File: src/rtl/alu_result_stage.sv
// alu_result_stage
//   Execute/writeback boundary stage sitting directly after the combinational ALU.
//   Each accepted ALU op is decoded into a writeback entry and queued in a
//   2-entry FIFO with valid/ready handshakes on both sides. The stage owns the
//   HI/LO product registers (loaded from the full A*B product on a multiply op),
//   resolves BEQ/BNE and produces register-file write enables.
//
// Ports
//   clk, rst_n                     clock, synchronous active-low reset
//   in_valid / in_ready            upstream handshake (in_ready = buffer not full)
//   in_opcode, in_a, in_b          opcode and operands driven to the ALU
//   in_alu_out                     ALU result
//   in_zero, in_neg, in_ovf        ALU flags
//   in_rd                          destination register index
//   out_valid / out_ready          writeback handshake on the head entry
//   out_result, out_rd             head entry result and destination
//   out_wr_en                      write out_result to out_rd
//   out_is_addr                    result is a memory address (opcodes 5-9)
//   out_br_taken                   branch resolved taken (opcodes 10/11)
//   flags                          {ovf,neg,zero} of the last accepted op
//   hi, lo                         architectural HI/LO registers
module alu_result_stage #(
  parameter int DATA_W     = 16,
  parameter int REG_ADDR_W = 3
) (
  input  logic                  clk,
  input  logic                  rst_n,
  input  logic                  in_valid,
  output logic                  in_ready,
  input  logic [3:0]            in_opcode,
  input  logic [DATA_W-1:0]     in_a,
  input  logic [DATA_W-1:0]     in_b,
  input  logic [DATA_W-1:0]     in_alu_out,
  input  logic                  in_zero,
  input  logic                  in_neg,
  input  logic                  in_ovf,
  input  logic [REG_ADDR_W-1:0] in_rd,
  output logic                  out_valid,
  input  logic                  out_ready,
  output logic [DATA_W-1:0]     out_result,
  output logic [REG_ADDR_W-1:0] out_rd,
  output logic                  out_wr_en,
  output logic                  out_is_addr,
  output logic                  out_br_taken,
  output logic [2:0]            flags,
  output logic [DATA_W-1:0]     hi,
  output logic [DATA_W-1:0]     lo
);

  localparam int PROD_W = 2 * DATA_W;

  typedef struct packed {
    logic [DATA_W-1:0]     result;
    logic [REG_ADDR_W-1:0] rd;
    logic                  wr_en;
    logic                  is_addr;
    logic                  br_taken;
  } entry_t;

  logic [PROD_W-1:0] prod_p0;
  entry_t            ent_p0;
  logic [2:0]        flags_nxt_p0;
  logic              push;
  logic              pop;

  entry_t            buf_p1 [2];
  entry_t            head_p1;
  logic              wr_ptr;
  logic              rd_ptr;
  logic [1:0]        count;
  logic [DATA_W-1:0] hi_q;
  logic [DATA_W-1:0] lo_q;
  logic [2:0]        flags_q;

  // Stage p0: decode the incoming ALU op into a writeback entry
  assign prod_p0 = {{DATA_W{1'b0}}, in_a} * {{DATA_W{1'b0}}, in_b};

  always_comb begin
    ent_p0       = '0;
    ent_p0.rd    = in_rd;
    flags_nxt_p0 = {in_ovf, in_neg, in_zero};
    case (in_opcode)
      4'd5, 4'd6, 4'd7, 4'd8, 4'd9: begin
        ent_p0.result  = in_alu_out;
        ent_p0.is_addr = 1'b1;
      end
      4'd10: ent_p0.br_taken = (in_a == in_b);
      4'd11: ent_p0.br_taken = (in_a != in_b);
      4'd12: begin
        ent_p0.result = hi_q;
        ent_p0.wr_en  = 1'b1;
        flags_nxt_p0  = {1'b0, hi_q[DATA_W-1], (hi_q == '0)};
      end
      4'd13: begin
        ent_p0.result   = in_alu_out;
        ent_p0.wr_en    = 1'b1;
        flags_nxt_p0[2] = |prod_p0[PROD_W-1:DATA_W];
      end
      4'd14: begin
        ent_p0.result = lo_q;
        ent_p0.wr_en  = 1'b1;
        flags_nxt_p0  = {1'b0, lo_q[DATA_W-1], (lo_q == '0)};
      end
      default: begin
        ent_p0.result = in_alu_out;
        ent_p0.wr_en  = 1'b1;
      end
    endcase
  end

  // in_ready depends on occupancy only, so a pop in the same cycle never
  // opens a slot while full (no bypass path from out_ready to in_ready).
  assign in_ready = (count < 2'd2);
  assign push     = in_valid && in_ready;
  assign pop      = out_valid && out_ready;

  // Stage p1: 2-entry output buffer and architectural state
  always_ff @(posedge clk) begin
    if (!rst_n) begin
      count   <= 2'd0;
      wr_ptr  <= 1'b0;
      rd_ptr  <= 1'b0;
      hi_q    <= '0;
      lo_q    <= '0;
      flags_q <= '0;
    end else begin
      case ({push, pop})
        2'b10:   count <= count + 2'd1;
        2'b01:   count <= count - 2'd1;
        default: count <= count;
      endcase
      if (push) begin
        wr_ptr  <= ~wr_ptr;
        flags_q <= flags_nxt_p0;
        if (in_opcode == 4'd13) begin
          hi_q <= prod_p0[PROD_W-1:DATA_W];
          lo_q <= prod_p0[DATA_W-1:0];
        end
      end
      if (pop) rd_ptr <= ~rd_ptr;
    end
  end

  // Entry storage carries no reset; stale contents are masked by out_valid.
  always_ff @(posedge clk) begin
    if (push) buf_p1[wr_ptr] <= ent_p0;
  end

  assign head_p1      = buf_p1[rd_ptr];
  assign out_valid    = (count != 2'd0);
  assign out_result   = out_valid ? head_p1.result : '0;
  assign out_rd       = out_valid ? head_p1.rd     : '0;
  assign out_wr_en    = out_valid && head_p1.wr_en;
  assign out_is_addr  = out_valid && head_p1.is_addr;
  assign out_br_taken = out_valid && head_p1.br_taken;
  assign flags        = flags_q;
  assign hi           = hi_q;
  assign lo           = lo_q;

endmodule
File: config.mk
export PLATFORM = sky130hd
export DESIGN_NAME = alu_result_stage
export DESIGN_NICKNAME = d
export VERILOG_FILES = /design/src/rtl/alu_result_stage.sv
export SDC_FILE = /design/constraint.sdc
export NUM_CORES = 1
export LEC_CHECK = 0
export CORE_UTILIZATION = 45
export CTS_BUF_LIST = sky130_fd_sc_hd__clkbuf_8
export CTS_CLUSTER_SIZE = 24
export DETAILED_ROUTE_END_ITERATION = 16
export HOLD_SLACK_MARGIN = 0.06
export PLACE_DENSITY = 0.68
export RECOVER_POWER = 50
export SLEW_MARGIN = 20
export SYNTH_ARGS = -nofsm -noshare
export SYNTH_HDL_FRONTEND = slang
export SYNTH_SLANG_ARGS = --single-unit
File: constraint.sdc
create_clock -name clk -period 5.9 [get_ports clk]
set_input_delay 0.59 -clock clk [delete_from_list [all_inputs] [get_ports clk]]
set_output_delay 0.59 -clock clk [all_outputs]
set_load 0.05 [all_outputs]
Yosys cells after proc, flatten, opt, wreduce, memory -nomap -nowiden
Memories as Yosys holds them, arrays and structs flattened. A register that Yosys moved wholly into a read port is not among the register bits.
Index checks and enable logic that the tools add are counted.
W data, S select, Z words.

storage, ports and cells
  register bits after elaboration = 39
  word-level logic and storage cells = 55
  bits of input ports = 62
  bits in writable memories = 44
  memories = 1

memories
  memory  words  width  read ports  clocked after Yosys merged registers in  wr ports  RTL line  text
  buf_p1  2      22     1           1                                        1         66        entry_t buf_p1 [2];

operators by class
  bitwise gates (word level) = 2
  reduce and logical (&&, ||, !) cells = 15
  multiplexer cells = 13
  $lt $le $gt $ge = 1
  multiply operators = 1
  eq/ne operators = 14
  add/subtract/negate cells = 2

operators with widths
  cell                   count
  $pmux W16 S3           1
  $logic_not A16 Y1      2
  $mul A16 B16 Y32       1
  $eq A4 B4 Y1 const B   7
  $eq A16 B16 Y1         1
  $mux W16               1
  $ne A16 B16 Y1         1
  $reduce_or A16 Y1      1
  $eq A4 B3 Y1 const B   3
  $pmux W2 S2            2
  $reduce_or A7 Y1       1
  $mux W1                6
  $logic_and A1 B1 Y1    5
  $reduce_or A5 Y1       1
  $pmux W1 S2            2
  $reduce_bool A2 Y1     2
  $reduce_or A2 Y1       2
  $mux W3                1
  $add A2 B1 Y2 const B  1
  $eq A2 B1 Y1 const B   1
  $eq A2 B2 Y1 const B   1
  $lt A2 B2 Y1 const B   1
  $not A1 Y1             2
  $reduce_and A2 Y1      1
  $sub A2 B1 Y2 const B  1

Longest topological paths before layout
Gate-level depths: netlist of the first run.

  word-level depth = 4
  depth in mapped cells = 24

Worst setup path before layout of the first run
OpenSTA, ideal clock, no wires.

  path type = input to register
  from = in in_b[8]
  to = reg flags_q[2] (netlist: flags[2])
  path slack = -0.517 ns
  data arrival time = 6.288 ns
  data required time = 5.771 ns
  buffers on the path = 1
  library setup time = 0.129 ns
  stages = 23
  cells stage by stage = clkbuf_1 -> nand2_1 -> fa_1 -> inv_1 -> fa_1 -> inv_1 -> fa_1 -> inv_1 -> fa_1 -> fa_1 -> inv_1 -> fa_1 -> inv_1 -> ha_1 -> a21oi_1 -> o211ai_1 -> and4_1 -> or4_1 -> and3_1 -> nor4_1 -> nand4_1 -> nor4_1 -> a31oi_1

on the way
  cells in the longest elaborated chain, start to end = 3

ends and longest elaborated chain
  element               RTL line  text
  from (decl)           32        input logic [DATA_W-1:0] in_b,
  $mul A16 B16 Y32      76        assign prod_p0 = {{DATA_W{1'b0}}, in_a} * {{DATA_W{1'b0}}, in_b};
  $reduce_or A16 Y1     97        flags_nxt_p0[2] = |prod_p0[PROD_W-1:DATA_W];
  $pmux W1 S2           82        case (in_opcode)
  to (signal assigned)  134       flags_q <= flags_nxt_p0;
  to (decl)             73        logic [2:0] flags_q;

Every way passes these cells.
A chain may end at the register's enable or synchronous reset.

Worst setup path after layout of the first run
  from = in in_b[6]
  to = reg flags_q[2] (netlist: flags[2])

The elaborated chain is that of the path after synthesis.

==> qor.csv, run 1 <==
metric;value;unit
required;6.14;ns
slowest_delay;0.57;ns
end_kind;flip-flop;
finalCritPeriodShare;101.9;%
synth_area_leader_cell;fa_1;
antenna_found_initial;0;
clock_latency;0.37;ns
slew-limit-headroom;1.628;%
hp-start;flags[0];
rsz0062_at_grt;yes;
final-hold-violation-count;0;
crit_fanout;5;
syn_area;12430;um2
reg2reg_from;count[1];
num-fill-cells;2307;
multi_input_area;9768;um2
violations;setup timing;
drt_iter0_markers;531;
tritoncts;yes;
numCtsBuffers;9;
syn_to_final_growth;30.78;%
ys_seq_area_share;17.07;%
ys_async_sr_fraction;0;%
routed_via_density;5.215;
synthDistinctLibCells;59;
hpwlAfterDp;26120;um
layout_commonest_cell;inv_1;
finalWorstSetupSlack;-0.1138;ns
grt.overflow.total;0;
critPathKind;in -> reg;
ff_latch_area;2122;um2
slowest_stage;fa_1;
postPlaceCellArea;15130;um2
cp_data_arrival_time;6.26;ns
maxCapViolCount;0;
ys_warn_count;0;
startpoint_type;primary input;
crit_top_cell;fa_1;
drive_above_1_share;21.76;%
yosys.area.top_type_share;31.24;%
syn_inst;1353;
synthFlopType;edfxtp_1;
fin_nets;1999;
cts.htree.levels;3;
crit_path_start;in_b[6];
dieArea;28300;um2
worst-path-buf-inv;7;
drt_wl_total;32290;um
worstMarginPinSlew;1.476;ns
finalSetupViolations;4;
worstPathCellList;buf_8, buf_6, buf_4, and2_4, fa_1, inv_1, fa_1, inv_2, fa_1, fa_1, fa_1, inv_2, fa_1, inv_2, ha_4, nand4_1, o41ai_4, nor4_1, nor3_1, xnor2_1, nand4_1, nor4_1, a31oi_1;
slew_violations;0;
gp_congestion;0.8856;
start_util;46.00;%
min_period;6.014;ns
synth.area.top_cells;fa_1, ha_1, edfxtp_1;
vias;10260;
synth_edf_count;44;
fin_skew;0.008178;ns
cts_buffer_depth;2;
final.setup.tns;-0.2072;ns
portBuffers;120;
rows;60;
diodes;0;
max_freq;166.3;MHz
grt_pass1_wl;53310;um
grt_max_degree;42;
drc;0;
grt_pass1_vias;10680;
fin_area;16260;um2
layout_common_cells;inv_1, nand2_1, fa_1, buf_4, and2_1;
status;finished, violations left;
ys_ff_latch;84;
ant_nets;0;
first_pass_iters;5;
syn_avg_cell_area;9.189;um2
syn-num-nets;1730;
fp.dieH;168.2;um
die_w;168.2;um
crit_family;adder cells;
wl_per_cell;16.41;um
cts_root_buf;clkbuf_8;
design.core.area;27030;um2
clk_pin_slew;0.08;ns
clock-sinks;84;
ios;121;
track_usage;23.52;%
hold_path_class;reg -> reg;
-- routing by layer --
metal,GRT usage [%],vias to the layer above,wire length (um)
li1,-,4811,-
met1,31.15,5201,13680
met2,41.44,214,16850
met3,2.797,37,1352
met4,4.625,0,411
met5,0,-,0
-- worst paths after layout --
kind	to	slack [ns]	cells after the start
worst max-delay path	flags[2]	-0.11	23
worst min-delay path	flags[0]	0.49	2
worst max register to register	buf_p1[0][8]	3.37	4
worst min register to register	flags[0]	0.49	2
-- kinds of logic after synthesis --
| family | after synthesis | share of synthesized area (%) |
|---|---|---|
| AOI/OAI and AO/OA | 145 | 7.890 |
| xor gates and xnor gates | 33 | 2.325 |
| adders and majority gates | 315 | 43.41 |
| buffers and inverters | 292 | 8.826 |
| DFF | 84 | 17.07 |
| muxes | 39 | 3.150 |
| and+or+nand+nor | 445 | 17.33 |
-- metrics by stage --
stage | utilization (%) | hold WS (ns) | cells | setup slack (ns)
floorplan | - | 0.4905 | 1353 | -0.1636
global placement | 56.00 | 0.4493 | 1913 | -0.9530
detailed placement | 56.00 | 0.4749 | 1913 | -0.9506
CTS | 59.13 | 0.4856 | 1956 | -0.1130
global route | 60.17 | 0.4992 | 1968 | -0.2918
finish | 60.17 | 0.4938 | 1968 | -0.1138
-- cell usage after synthesis, types with 5 or more instances --
master    count
and2_1      129
nor2_1       45
nand2_1     211
a21boi_0     17
nand3_1       8
ha_1        121
xor2_1       10
a21o_1       14
a31oi_1       7
nand4_1      11
nor3_1        5
dfxtp_1      40
clkbuf_1     59
edfxtp_1     44
fa_1        194
o21a_1        7
nor4_1       14
o211ai_1      5
a21oi_1      21
inv_1       228
xnor2_1      23
o21ai_0      41
mux2i_1      38
-- cell type report --
cell class	instances	area share, %
Multi-Input combinational cell	977	60.07
Timing Repair Buffer	322	17.65
Sequential cell	84	13.05
Inverter	228	5.263
Tap cell	341	2.624
Clock buffer	10	0.8464
Clock inverter	6	0.4925
-- worst reg2reg max path: cells and delay by family (launching register included) --
kind          cells  cell delay [ns]
buf+inv           2             1.24
simple gates      2             0.55
flops             1             0.35
-- flip-flops by register name (all words and copies together) (netlist names), named ones only --
signal / flops
hi: 16
rd_ptr: 1
flags: 3
lo: 16
count: 2
buf_p1: 44
wr_ptr: 1
-- what timing repair did --
item,4_1_cts,5_1_grt
setup buffers,24,13
setup endpoints to repair,17,14
hold buffers,0,0
pin swaps,93,62
gates resized for setup,193,102
cloned,3,0
Power of run 1 is not shown: default switching activity piles up to over one toggle a cycle in this logic, so the estimate is an artifact.
==> inputs of run 2 (changes only) <==
--- a/constraint.sdc
+++ b/constraint.sdc
@@ -3,2 +3,2 @@
 set_output_delay 0.59 -clock clk [all_outputs]
-set_load 0.05 [all_outputs]
+set_load 0.005 [all_outputs]
==> run 2 against run 1 <==
Against the previous run: the run still ends with setup timing left; fmax is essentially flat; sequential share of layout area is the same; non-clock buffer count is the same; clock skew is essentially flat; via count shrank 0.14%; global-route usage is the same; core utilization is the same; setup slack lost 0.0051 ns; first-iteration DRC count shrank 2.6%; critical path type unchanged; critical endpoint unchanged; largest cell class unchanged.
==> qor.csv, run 2 (synthesized netlist as in run 1, its figures left out) <==
metric;value;unit;change
status;finished, violations left;;
violations;setup timing;;
hpwlAfterDp;26120;um;unchanged
drt_iter0_markers;517;;-2.6%
r2r_slack;3.38;ns;about the same
required;6.14;ns;about the same
antenna_found_initial;0;;unchanged
vias;10250;;-0.14%
largest_register_ffs;44;;unchanged
stdcell_count;1968;;unchanged
end_kind;flip-flop;;
fin_nets;1999;;unchanged
rsz0062_at_grt;yes;;
slew-limit-headroom;0.8589;%;-0.77 points
clock-sinks;84;;unchanged
grt_max_degree;42;;unchanged
use_met3;2.797;%;unchanged
grt_pass1_vias;10680;;unchanged
clk_pin_slew;0.08;ns;about the same
critPathKind;in -> reg;;
min_period;6.019;ns;+0.005078 ns
wl_per_cell;16.39;um;-0.11%
maxCapViolCount;0;;unchanged
cts-hold-fix-buffers;0;;unchanged
numCtsBuffers;9;;unchanged
reg2reg_from;count[1];;
rows;60;;unchanged
rr_endpoint;buf_p1[0][8];;
worstMarginPinSlew;1.487;ns;+0.01154 ns
ios;121;;unchanged
final-hold-violation-count;0;;unchanged
top_usage_layer;met2;;
hold_path_class;reg -> reg;;
clock_latency;0.37;ns;about the same
fin_skew;0.008426;ns;+0.0002482 ns
fp.dieH;168.2;um;unchanged
die_w;168.2;um;unchanged
portBuffers;120;;unchanged
startpoint_type;primary input;;
cp_data_arrival_time;6.26;ns;about the same
routed_via_density;5.208;;-0.14%
gp_congestion;0.8856;;unchanged
num-fill-cells;2307;;unchanged
crit_path_start;in_b[6];;
dieArea;28300;um2;unchanged
start_util;46.00;%;unchanged
grt.overflow.total;0;;unchanged
cts.htree.levels;3;;unchanged
diodes;0;;unchanged
placed_cells;1913;;unchanged
track_usage;23.52;%;unchanged
ant_nets;0;;unchanged
slew_violations;0;;unchanged
finalWorstSetupSlack;-0.1188;ns;-0.005078 ns
finalCritPeriodShare;102.0;%;about the same
layout_common_cells;inv_1, nand2_1, fa_1, buf_4, and2_1;;
gr-usage-met2;41.44;%;unchanged
crit_end;flags[2];;
ff2ff_path_depth;4;;unchanged
max_freq;166.1;MHz;about the same
first_pass_iters;5;;unchanged
finalSetupViolations;4;;unchanged
grt_use_met1;31.15;%;unchanged
cts_root_buf;clkbuf_8;;
grt_pass1_wl;53310;um;unchanged
drt_wl_total;32250;um;-0.11%
layout_commonest_cell;inv_1;;
drc;0;;unchanged
syn_to_final_growth;30.78;%;unchanged
crit_fanout;5;;unchanged
regMostFlops;buf_p1;;
cts_buffer_depth;2;;unchanged
drive_above_1_share;21.76;%;unchanged
tritoncts;yes;;
design.core.area;27030;um2;unchanged
[run 2: timing repair]
item                       CTS  global route
pin swaps                   93            62
setup endpoints to repair   17            14
gates resized for setup    193           102
setup buffers               24            13
gates cloned                 3             0
[run 2: stage by stage]
stage | hold slack, ns | utilization (%) | TNS (ns) | setup WS [ns] | instance area [um2]
after CTS | 0.4856 | 59.13 | -0.1192 | -0.1130 | 15980
after floorplan | 0.4575 | - | -0.2344 | -0.1636 | 12520
after global placement | 0.4493 | 56.00 | -11.75 | -0.9530 | 15130
after global routing | 0.4992 | 60.17 | -1.578 | -0.2918 | 16260
final | 0.4952 | 60.17 | -0.2237 | -0.1188 | 16260
after detailed placement | 0.4749 | 56.00 | -13.05 | -0.9506 | 15130
[run 2: worst min path at each step]
stage                     depth (start not counted)  slack [ns]      from  endpoint
after floorplan                                   2        0.46  flags[0]  flags[0]
after global placement                            2        0.45  flags[0]  flags[0]
after detailed placement                          2        0.47  flags[0]  flags[0]
after CTS                                         2        0.49  flags[0]  flags[0]
after global routing                              2        0.50  flags[0]  flags[0]
final                                             2        0.50  flags[0]  flags[0]
[run 2: critical path: stages]
cell	delay, ns
buf_8	0.11
buf_6	0.11
buf_4	0.14
and2_4	0.14
fa_1	0.53
inv_1	0.05
fa_1	0.49
inv_2	0.04
fa_1	0.55
fa_1	0.45
fa_1	0.57
inv_2	0.04
fa_1	0.51
inv_2	0.05
ha_4	0.28
nand4_1	0.15
o41ai_4	0.49
nor4_1	0.08
nor3_1	0.27
xnor2_1	0.20
nand4_1	0.12
nor4_1	0.18
a31oi_1	0.11
[run 2: area by class of cell]
type	instances	area [um2]	share of cell area, %
clock inverters	6	80.08	0.4925
clock buffers	10	137.6	0.8464
repair buffers	322	2870	17.65
flip-flops and latches	84	2122	13.05
inverters	228	855.8	5.263
well taps	341	426.7	2.624
multi-input cells	977	9768	60.07
[run 2: layer usage]
metal / wire [um] / up-vias
met1: 13720 / 5178
met5: 0 / -
met2: 16780 / 217
li1: - / 4813
met3: 1299 / 41
met4: 446 / 0
Power of run 2 is left out for the same reason.
==> inputs of run 3 (changes only) <==
- PLACE_DENSITY: 0.68 -> 0.65
- clock period: 5.9 -> 7.4 ns (I/O delays scaled with it)
==> run 3 against run 2 <==
Against the previous run: the run ends with capacitance limit, slew limit left; critical path depth shrank 1; worst hold slack lost 0.018 ns; sequential share of layout area grew 1.7 points; via count shrank 6.6%; design area shrank 11%; global-route usage shrank 1.1 points; clock skew shrank 0.0020 ns; flip-flop and latch count is the same; register-to-register slack gained 1.6 ns.
==> qor.csv, run 3 (synthesized netlist as in run 1, its figures left out) <==
metric;value;unit;change
status;finished, violations left;;
violations;capacitance limit, slew limit;;
startpoint_type;primary input;;
grt.overflow.total;0;;unchanged
finalSetupViolations;0;;-4
finalWorstSetupSlack;0.3843;ns;+0.5031 ns
wl_per_cell;16.57;um;+1.1%
clock_latency;0.35;ns;-0.02 ns
stdcell_count;1829;;-7.1%
layout_commonest_cell;inv_1;;
maxCapViolCount;1;;+1
antenna_found_initial;1;;+1
drc;0;;unchanged
fin_skew;0.006413;ns;-0.002013 ns
die_w;168.2;um;unchanged
cts.htree.levels;3;;unchanged
postCtsResizedCells;0;;-100%
clk_pin_slew;0.08;ns;about the same
drt_wl_total;30300;um;-6.1%
layout_common_cells;inv_1, nand2_1, fa_1, and2_1, ha_1;;
min_period;7.016;ns;
largest_register_ffs;44;;unchanged
grt_max_degree;42;;unchanged
hpwlAfterDp;25600;um;-2.0%
design.core.area;27030;um2;unchanged
rows;60;;unchanged
slew_violations;42;;+42
syn_to_final_growth;16.06;%;
track_usage;22.46;%;-1.1 points
regMostFlops;buf_p1;;
portBuffers;120;;unchanged
finalCritPeriodShare;94.81;%;
critPathKind;in -> reg;;
fp.dieH;168.2;um;unchanged
grt_pass1_wl;50580;um;-5.1%
clock-sinks;84;;unchanged
worstMarginPinSlew;1.540;ns;+0.05293 ns
cts-hold-fix-buffers;0;;unchanged
first_pass_iters;5;;unchanged
gp_congestion;0.8736;;-1.4%
start_util;46.00;%;unchanged
cts_buffer_depth;2;;unchanged
ios;121;;unchanged
cts_root_buf;clkbuf_8;;
hold_path_class;reg -> reg;;
place_ws;0.1031;ns;+1.054 ns
slew-limit-headroom;-2.669;%;-3.5 points
final-hold-violation-count;0;;unchanged
grt_pass1_vias;10020;;-6.2%
drive_above_1_share;5.178;%;-17 points
ant_nets;0;;unchanged
fin_nets;1860;;-7.0%
tritoncts;yes;;
end_kind;flip-flop;;
crit_fanout;11;;+6
required;7.68;ns;+1.54 ns
drt_iter0_markers;462;;-11%
max_freq;142.5;MHz;
vias;9574;;-6.6%
placed_cells;1812;;-5.3%
rsz0062_at_grt;no;;
postCtsSetupBuffers;0;;-100%
final.setup.tns;0;ns;+0.2237 ns
cp_data_arrival_time;7.30;ns;+1.04 ns
dieArea;28300;um2;unchanged
numCtsBuffers;9;;unchanged
routed_via_density;5.235;;+0.51%
## run 3: cell count changes in the layout (fill, tap and decap cells not counted), moves of 15 or more
cell	change
clkdlybuf4s50_1	+30
buf_6	-46
inv_1	+21
buf_4	-87
and2_4	-15
nand2_1	+15
inv_2	-19
## run 3: layer usage
layer	global-route usage (%)	wire length, um	vias to the layer above
li1	-	-	4545
met1	30.09	13340	4803
met2	38.99	15420	193
met3	2.515	1139	33
met4	5.059	400	0
met5	0	0	-
## run 3: worst paths after layout
| path | end | startpoint | slack (ns) | depth (start not counted) |
|---|---|---|---|---|
| setup / recovery | flags[2] | in_b[10] | 0.38 | 22 |
| setup reg to reg | buf_p1[1][12] | count[1] | 4.96 | 3 |
| hold reg to reg | flags[0] | flags[0] | 0.48 | 2 |
| hold / removal | flags[0] | flags[0] | 0.48 | 2 |
## run 3: through the flow
step	util [%]	hold WS, ns	instance area (um2)
after floorplan	-	0.4575	12430
final	53.39	0.4773	14430
after global routing	53.38	0.5131	14430
after detailed placement	52.87	0.4705	14290
after CTS	53.42	0.4813	14440
after global placement	52.87	0.4550	14290
## run 3: worst max-delay path, cell delays in order
cell,delay [ns]
clkdlybuf4s50_1,0.74
buf_4,0.24
ha_1,0.20
inv_1,0.07
fa_1,0.53
inv_1,0.05
fa_1,0.46
fa_1,0.49
fa_1,0.52
fa_1,0.41
ha_1,0.29
ha_1,0.41
a21o_1,0.26
a2111oi_0,0.69
a31o_2,0.20
a211oi_1,0.06
buf_4,0.17
a21o_1,0.17
a21oi_1,0.16
xnor2_1,0.17
nor2_1,0.09
a31oi_1,0.16
## run 3: final cells by class
class / count / area, um2
Inverter: 228 / 855.8
Multi-Input combinational cell: 977 / 9214
Clock buffer: 9 / 123.9
Clock inverter: 6 / 26.28
Timing Repair Buffer: 183 / 1659
Tap cell: 341 / 426.7
Fill cell: 2528 / 12600
Antenna cell: 1 / 2.502
Sequential cell: 84 / 2122
Power of run 3 is left out for the same reason.
